$ cat config.mk
export PLATFORM = sky130hd
export DESIGN_NAME = hazard_ctrl
export DESIGN_NICKNAME = d
export VERILOG_FILES = /design/src/rtl/hazard_ctrl.sv
export SDC_FILE = /design/constraint.sdc
export NUM_CORES = 1
export LEC_CHECK = 0
export CELL_PAD_IN_SITES_DETAIL_PLACEMENT = 1
export CELL_PAD_IN_SITES_GLOBAL_PLACEMENT = 1
export CORE_UTILIZATION = 30
export CTS_CLUSTER_DIAMETER = 60
export CTS_CLUSTER_SIZE = 25
export DETAILED_ROUTE_END_ITERATION = 8
export DONT_BUFFER_PORTS = 1
export PLACE_DENSITY_LB_ADDON = 0.2
export SKIP_CTS_REPAIR_TIMING = 1
export SLEW_MARGIN = 40
export SYNTH_ARGS = -nofsm -noshare
export SYNTH_HDL_FRONTEND = slang
export SYNTH_SLANG_ARGS = --single-unit
export TNS_END_PERCENT = 5
$ cat constraint.sdc
create_clock -name clk -period 2 [get_ports clk]
set_input_delay 0.2 -clock clk [delete_from_list [all_inputs] [get_ports clk]]
set_output_delay 0.2 -clock clk [all_outputs]
set_load 0.02 [all_outputs]
$ cat src/rtl/hazard_ctrl.sv
// Front-end sequencing for the five-stage core: load-use, mult/div and redirect control.
// Optional HAZARD_PERF_EN adds saturating stall/flush cycle counters.
module hazard_ctrl #(
    parameter int MULDIV_CYCLES = 32,
    parameter int CNT_W         = 6
) (
    input  logic       clk,
    input  logic       reset,
    input  logic       MemRead_ex,
    input  logic [4:0] Rt_ex,
    input  logic [4:0] Rs_id,
    input  logic [4:0] Rt_id,
    input  logic       UsesRt_id,
    input  logic       Branch,
    input  logic       Jump,
    input  logic       MulDiv_id,
    input  logic       HiLo_id,
    output logic       IFWrite,
    output logic       IF_flush,
    output logic       IFIDWrite,
    output logic       Bubble_ex,
    output logic       MdStart,
`ifdef HAZARD_PERF_EN
    output logic [31:0] StallCnt,
    output logic [31:0] FlushCnt,
`endif
    output logic       MdBusy
);
    localparam logic [0:0] RUN  = 1'b0;
    localparam logic [0:0] BUSY = 1'b1;

    logic [0:0]       state;
    logic [CNT_W-1:0] cnt;
    logic             lu, md, stall;

    assign lu    = MemRead_ex && (Rt_ex != 5'd0) &&
                   ((Rt_ex == Rs_id) || (UsesRt_id && (Rt_ex == Rt_id)));
    assign md    = (state == BUSY) && (HiLo_id || MulDiv_id);
    assign stall = lu || md;

    // Reset looks like a stall to the front end so nothing advances.
    always_comb begin
        IFWrite   = 1'b0;
        IFIDWrite = 1'b0;
        Bubble_ex = 1'b1;
        IF_flush  = 1'b0;
        MdStart   = 1'b0;
        if (!reset && !stall) begin
            IFWrite   = 1'b1;
            IFIDWrite = 1'b1;
            Bubble_ex = 1'b0;
            IF_flush  = Branch || Jump;
            MdStart   = MulDiv_id && (state == RUN);
        end
    end

    assign MdBusy = (state == BUSY);

    always_ff @(posedge clk) begin
        if (reset) begin
            state <= RUN;
            cnt   <= '0;
        end else if (MdStart) begin
            state <= BUSY;
            cnt   <= CNT_W'(MULDIV_CYCLES);
        end else if (state == BUSY) begin
            if (cnt == CNT_W'(1)) begin
                state <= RUN;
                cnt   <= '0;
            end else begin
                cnt <= cnt - CNT_W'(1);
            end
        end
    end

`ifdef HAZARD_PERF_EN
    always_ff @(posedge clk) begin
        if (reset) begin
            StallCnt <= '0;
            FlushCnt <= '0;
        end else begin
            if (stall && (StallCnt != 32'hFFFF_FFFF)) StallCnt <= StallCnt + 32'd1;
            if (IF_flush && (FlushCnt != 32'hFFFF_FFFF)) FlushCnt <= FlushCnt + 32'd1;
        end
    end
`endif
endmodule

# Word level (Yosys, flattened, before mapping)
# Cells that the tools add are included.
[totals]
register_bits = 7
out_inout_bits = 6
[op_classes]
n_bitwise = 1
reduce_logical = 15
n_mux = 10
n_eq_ne = 3
n_addsub = 1
[op_table]
columns = ["operator", "n"]
rows = [
  ["$mux W6", 3],
  ["$eq A5 B5 Y1", 2],
  ["$mux W1", 7],
  ["$eq A6 B1 Y1 const B", 1],
  ["$logic_and A1 B1 Y1", 6],
  ["$sub A6 B1 Y6 const B", 1],
  ["$reduce_bool A5 Y1", 1],
  ["$logic_or A1 B1 Y1", 4],
  ["$logic_not A1 Y1", 2],
  ["$reduce_bool A2 Y1", 1],
  ["$reduce_or A2 Y1", 1],
  ["$not A1 Y1", 1],
]

# Logic depth before layout (Yosys ltp)
# Gate-level depths: netlist of run 1.
[depth]
depth_word = 9
ltp_mapped = 6

# Worst setup path before layout of run 1
# No wires, ideal clock.
[synth_path]
kind = "in2out"
startpoint = "input port Rt_ex[1]"
endpoint = "output port IFWrite"
arrival_ns = 1.859
cell_stages = 5
t_required_ns = 1.800
path_slack_ns = -0.059
path_cell_list = "or4_1 -> o21a_1 -> and2_4 -> nor3_1 -> buf_4"
[synth_via]
elab_chain_len = 8
[synth_lines]
columns = ["element", "line", "text"]
rows = [
  ["from (decl)", "10", "input logic [4:0] Rt_ex,"],
  ["$eq A5 B5 Y1", "37", "((Rt_ex == Rs_id) || (UsesRt_id && (Rt_ex == Rt_id)));"],
  ["$logic_and A1 B1 Y1", "37", ""],
  ["$logic_or A1 B1 Y1", "37", ""],
  ["$logic_and A1 B1 Y1 *", "36", "assign lu = MemRead_ex && (Rt_ex != 5'd0) &&"],
  ["$logic_or A1 B1 Y1 *", "39", "assign stall = lu || md;"],
  ["$logic_not A1 Y1 *", "48", "if (!reset && !stall) begin"],
  ["$logic_and A1 B1 Y1 *", "48", ""],
  ["$mux W1 *", "n/a", ""],
  ["to (decl)", "18", "output logic IFWrite,"],
]
# Every way passes the cells marked *; elsewhere a longest branch is shown, timed or not.

# Final worst setup path of run 1
[layout_path]
startpoint = "input port Rt_ex[1]"
endpoint = "output port Bubble_ex"
[layout_via]
elab_chain_len = 8
[layout_lines]
columns = ["element", "line", "text"]
rows = [
  ["$eq A5 B5 Y1", "37", ""],
  ["$logic_and A1 B1 Y1", "37", ""],
  ["$logic_or A1 B1 Y1", "37", ""],
  ["$logic_and A1 B1 Y1 *", "36", ""],
  ["$logic_or A1 B1 Y1 *", "39", ""],
  ["$logic_not A1 Y1 *", "48", ""],
  ["$logic_and A1 B1 Y1 *", "48", ""],
  ["$mux W1 *", "48", ""],
  ["to (decl)", "21", "output logic Bubble_ex,"],
]
# Marks and branches as above.

==> results of run 1 <==
-- sequential cells by signal, summed over array words and instances (netlist names) --
name    flops
MdBusy      1
cnt         6
-- through the flow --
step	cell area, µm²	std cells	power [W]	setup slack [ns]
finish	634	100	0.000479	0.269
global route	634	100	0.000520	0.177
CTS	634	100	0.000484	0.262
detailed placement	608	96	0.000346	0.267
global placement	608	96	0.000344	0.270
floorplan	569	71	0.000317	0.0266
-- layer usage --
layer,part of all wire,global-route usage,vias to the layer above,wire length [µm]
met4,0.044,0.145,0,56
met5,0,0,-,0
li1,-,-,262,-
met2,0.44,0.206,18,554
met1,0.47,0.186,228,594
met3,0.047,0.0159,4,59
-- cells in the final DEF (no fill, tap or decap), types with 2 or more instances in the layout --
master	synthesis	layout
xnor2_1	11	11
dfxtp_1	7	7
inv_1	5	5
a21oi_1	5	5
nand2_1	4	4
nor2_1	4	4
nor3_1	5	4
nor4_1	3	3
clkbuf_4	0	3
buf_4	1	3
o21a_1	2	2
nand2b_1	2	2
o21ai_0	2	2
o41ai_1	2	2
ha_1	2	2
-- kinds of logic (layout without fill, tap and decap cells) --
logic type | Yosys count | after routing | synth area share
buffers and inverters | 8 | 12 | 0.0599
AND/OR/NAND/NOR | 27 | 27 | 0.284
flip-flops | 7 | 7 | 0.248
adder cells (fa/ha/maj) | 2 | 2 | 0.0443
AO/OA/AOI/OAI | 15 | 15 | 0.175
multiplexers | 1 | 1 | 0.0177
XOR/XNOR | 11 | 11 | 0.171
-- power breakdown --
part	leakage (nW)	total [W]	internal [W]	switching, W
logic	0.139	0.000161	0.0000753	0.0000854
registers	0.0577	0.000181	0.000160	0.0000215
clock network	0.0150	0.000137	0.0000767	0.0000600
-- worst register-to-register path, stage by stage, from the launching register on --
cell       delay, ns
dfxtp_1         0.48
nor4b_2         0.41
xnor2_1         0.11
a2111oi_0       0.34
-- worst max path at each step --
stage,end
2_1_floorplan,IF_flush
3_3_place_gp,Bubble_ex
3_5_place_dp,Bubble_ex
4_1_cts,MdStart
5_1_grt,MdStart
6_report,Bubble_ex
-- layout make-up --
class	count	area, µm²
Clock buffer	4	26.3
Fill cell	224	1110
Inverter	5	18.8
Multi-Input combinational cell	56	395
Sequential cell	7	140
Tap cell	25	31.3
Timing Repair Buffer	3	22.5
==> run summary, run 1 <==
Synthesized area per cell - 7.95 µm²
Die area - 2060 µm²
Clock tree buffer depth - 2
Hold Path End - cnt[4]
Number of diodes - 0
CTS tree - built
R2R cell count - 3
Max-slew headroom - 0.737
Final period utilization - 0.865
Status - complete, no violations
Syn. warnings - 0
Crit path DAT - 1.53 ns
Final nets - 101
Final setup violation count - 0
Max Slew Vio Count - 0
Routability Congestion - 0.712
Clk sink count - 7
Hold Crit Depth - 1
Top fanout value on the critical path - 4
Fin crit period - 1.73 ns
Die height - 45.4 µm
Sequential area share after synthesis - 0.248
FMAX - 578 MHz
Clock Latency Late Sink - 0.26 ns
Detailed placer's ending HPWL - 1.01 mm
Power Density - 755 nW/µm²
R2r setup slk - 0.55 ns
Core area - 1750 µm²
Worst Setup End Kind - output port
Hold_ws - 0.0157 ns
Synth Net Count - 96
First-pass GRT wire length - 2.05 mm
Worst-path clk slew - 0.06 ns
I/O pins - 29
H-Tree Depth - 1
Flops & latches, synth - 7
Initial DRC count - 2
Max Cap Viol - 0
HP Class - in2reg
Worst setup path start - Rt_ex[1]
Count of cell types in the netlist - 29
Least-Margin Pin Slew - 0.393 ns
Hold_sp - reset
Layout Utilization - 0.363
Number of global-route vias before repair - 481
CTS Buf Count - 3
Port bufs - 0
Post-synth ARST share - 0
Critical path buffers and inverters - 0
Fin. Hold Viols - 0
Final TNS setup - 0 ns
Horiz. Die Dim - 45.4 µm
Clk root buf - clkbuf_4
Synth top area cells - dfxtp_1, xnor2_1, a21oi_1
ANT nets after route - 0
Cell taking the most area after synthesis - dfxtp_1
Leak pwr - 0.211 nW
Starting Density - 0.323
Setup Skew - 0.00126 ns
Critical-path top delay cell - or4_1
DR WL/cell - 12.6 µm
Router iterations before antenna repair - 2
Cell Chain, Critical Path - or4_1 -> o21a_1 -> and2_4 -> or3_1
Initial antenna violation count - 0
Top-area cell type share of the netlist area - 0.248
Layout area overhead - 12.4%
CP delay by family, top - simple AND/OR/NAND/NOR gates
Req. time, crit path - 1.80 ns
Critical path type - in2out
Vias per cell - 5.12
Drc violations - 0
Total Wirelength - 1.26 mm
GR Overflow Total - 0
Worst R2R Start - MdBusy
Top-count cell post-synth - xnor2_1
CP Launch Type - input pin
Pin count of the biggest net entering global routing - 16
Synth Instances - 71
EDFF count, synth - 0
Synth cell count leaders - xnor2_1, dfxtp_1, a21oi_1, inv_1, nor3_1
Num rows - 15
Critical R2R Capture - cnt[3]
Critical path depth - 4
RSZ-0062 raised after global routing - false
Fraction of layout instances using a drive strength above 1 - 0.133
CP max stage delay - 0.50 ns
Via count - 512
Leading register cell type out of synthesis - dfxtp_1
Worst ir drop on vdd - 0.176 mV
Cell Area, Synth - 564 µm²
Tot GR Track Use - 0.145
Note: power is estimated with default switching activity, not from simulation.
==> run 2, diff against run 1 <==
--- a/config.mk
+++ b/config.mk
@@ -13,6 +13,7 @@
 export DETAILED_ROUTE_END_ITERATION = 8
 export DONT_BUFFER_PORTS = 1
 export PLACE_DENSITY_LB_ADDON = 0.2
+export SETUP_SLACK_MARGIN = 0.2
 export SKIP_CTS_REPAIR_TIMING = 1
 export SLEW_MARGIN = 40
 export SYNTH_ARGS = -nofsm -noshare
==> run 2 against run 1 <==
Count of clock-buffer cells in the layout did not move. Sequential power fell by 3%. Die area did not move. Largest power group unchanged. Highest routed layer unchanged. Setup slack improved by 0.023 ns. Power fell by 0.67%. Critical path depth rose by 1.
==> run summary, run 2 (same netlist as run 1, synthesis figures left out) <==
Power Density - 737 nW/µm² (-2.4%)
Sequential cell area - 140 µm² (unchanged)
Max reg flops - 6 (unchanged)
Layout Utilization - 0.370 (+0.00645)
Worst-path clk slew - 0.05 ns (about the same)
Router iterations before antenna repair - 3 (+1)
Via count - 521 (+1.8%)
Placed cell count - 96 (unchanged)
First-pass GRT wire length - 1.99 mm (-2.7%)
HP Class - in2reg
Clock Latency Late Sink - 0.25 ns (about the same)
Number of global-route vias before repair - 503 (+4.6%)
Setup ws final - 0.292 ns (+0.0227 ns)
Max Cap Viol - 0 (unchanged)
Leak pwr - 0.213 nW (+0.63%)
Met2 Routed Length - 616 µm (+11%)
Starting Density - 0.323 (unchanged)
Drc violations - 0 (unchanged)
CTS tree - built
Max Slew Vio Count - 0 (unchanged)
Commonest non-fill, non-tap cells in the layout - xnor2_1, dfxtp_1, inv_1, a21oi_1
Pin count of the biggest net entering global routing - 16 (unchanged)
Fraction of layout instances using a drive strength above 1 - 0.160 (+0.0267)
Num rows - 15 (unchanged)
Fill cells - 216 (-3.6%)
Clock tree buffer depth - 2 (unchanged)
Sw Pwr - 0.000161 W (-3.8%)
Worst Setup End Kind - output port
Most common cell after layout, fill and taps aside - xnor2_1
RSZ-0062 raised after global routing - true
M1 WL - 520 µm (-12%)
Clk root buf - clkbuf_4
Reg power frac - 0.369 (-0.010)
Max-slew headroom - 0.733 (-0.00427)
Clk sink count - 7 (unchanged)
Number of diodes - 0 (unchanged)
Vias per cell - 5.21 (+1.8%)
Critical path type - in2out
Final Non-Filler Cells - 100 (unchanged)
Dpl ws - 0.248 ns (-0.0192 ns)
Fin. Hold Viols - 0 (unchanged)
Worst ir drop on vdd - 0.337 mV (+91%)
Core area - 1750 µm² (unchanged)
Die area - 2060 µm² (unchanged)
Final period utilization - 0.854 (-0.0114)
Initial antenna violation count - 0 (unchanged)
Layout area overhead - 14.4%
Final TNS setup - 0 ns (unchanged)
ANT nets after route - 0 (unchanged)
Top fanout value on the critical path - 4 (unchanged)
Die height - 45.4 µm (unchanged)
Combinational share of power - 0.362 (+0.026)
Port bufs - 0 (unchanged)
GR Overflow Total - 0 (unchanged)
Req. time, crit path - 1.80 ns (about the same)
Routability Congestion - 0.644 (-9.6%)
CTS Buf Count - 3 (unchanged)
Switching Fraction - 0.338 (-0.0110)
Pint - 0.000315 W (+1.0%)
Highest Signal Layer - met4
Final nets - 101 (unchanged)
H-Tree Depth - 1 (unchanged)
Initial DRC count - 2 (unchanged)
Fin crit period - 1.71 ns (-0.0227 ns)
Tot GR Track Use - 0.143 (-0.00189)
Status - complete, no violations
CP Launch Type - input pin
Crit path DAT - 1.51 ns (-0.02 ns)
Least-Margin Pin Slew - 0.390 ns (-0.00265 ns)
Metal3 WL - 94 µm (+59%)
Detailed placer's ending HPWL - 1.03 mm (+2.3%)
Setup Skew - 0.00184 ns (+0.000579 ns)
DR WL/cell - 12.5 µm (-0.79%)
Final setup violation count - 0 (unchanged)
FMAX - 586 MHz (+1.3%)
Area of the multi-input gates - 407 µm² (+2.8%)
Largest reg by FF count - cnt
Total Wirelength - 1.25 mm (-0.79%)
Power share of the clock group - 0.269 (-0.016)
I/O pins - 29 (unchanged)
Horiz. Die Dim - 45.4 µm (unchanged)
## run 2: changes by cell type in the layout (fill, tap and decap cells not counted)
cell | previous run | this run
or3_4 | 0 | 1
nor4_2 | 0 | 1
nor4_1 | 3 | 2
or3_1 | 1 | 0
## run 2: layout make-up
class | instances | area share
clock buffers | 4 | 0.0407
flip-flops and latches | 7 | 0.217
multi-input cells | 56 | 0.630
repair buffers | 3 | 0.0349
well taps | 25 | 0.0484
inverters | 5 | 0.0291
## run 2: critical path: stages
cell and delay [ns]:
or4_1 0.52, o21a_1 0.22, and2_4 0.16, nor4_2 0.23, buf_4 0.18
## run 2: path summary, 6_finish.rpt
path	slack, ns	endpoint	depth (start not counted)	start
max	0.29	IF_flush	5	Rt_ex[1]
min	0.02	cnt[2]	1	reset
max reg2reg	0.52	cnt[3]	4	cnt[1]
min reg2reg	0.56	cnt[4]	2	cnt[4]
## run 2: per-stage QoR
stage	hold slack [ns]	instance area (µm²)	power [W]
floorplan	0.290	576	0.000319
global placement	0.281	614	0.000348
detailed placement	0.284	614	0.000350
CTS	0.0111	641	0.000482
global route	0.000354	646	0.000519
finish	0.0195	646	0.000476
## run 2: routing by layer
layer / GRT usage / up-vias
li1: - / 263
met4: 0.0727 / 0
met1: 0.154 / 237
met3: 0.0833 / 4
met2: 0.223 / 17
met5: 0 / -
## run 2: power by group through the flow
stage / combinational, W / clock [W] / sequential [W]
after floorplan: 0.000139 / 0 / 0.000180
after global placement: 0.000170 / 0 / 0.000178
after detailed placement: 0.000171 / 0 / 0.000179
after CTS: 0.000172 / 0.000135 / 0.000176
after global routing: 0.000192 / 0.000148 / 0.000178
final: 0.000172 / 0.000128 / 0.000176
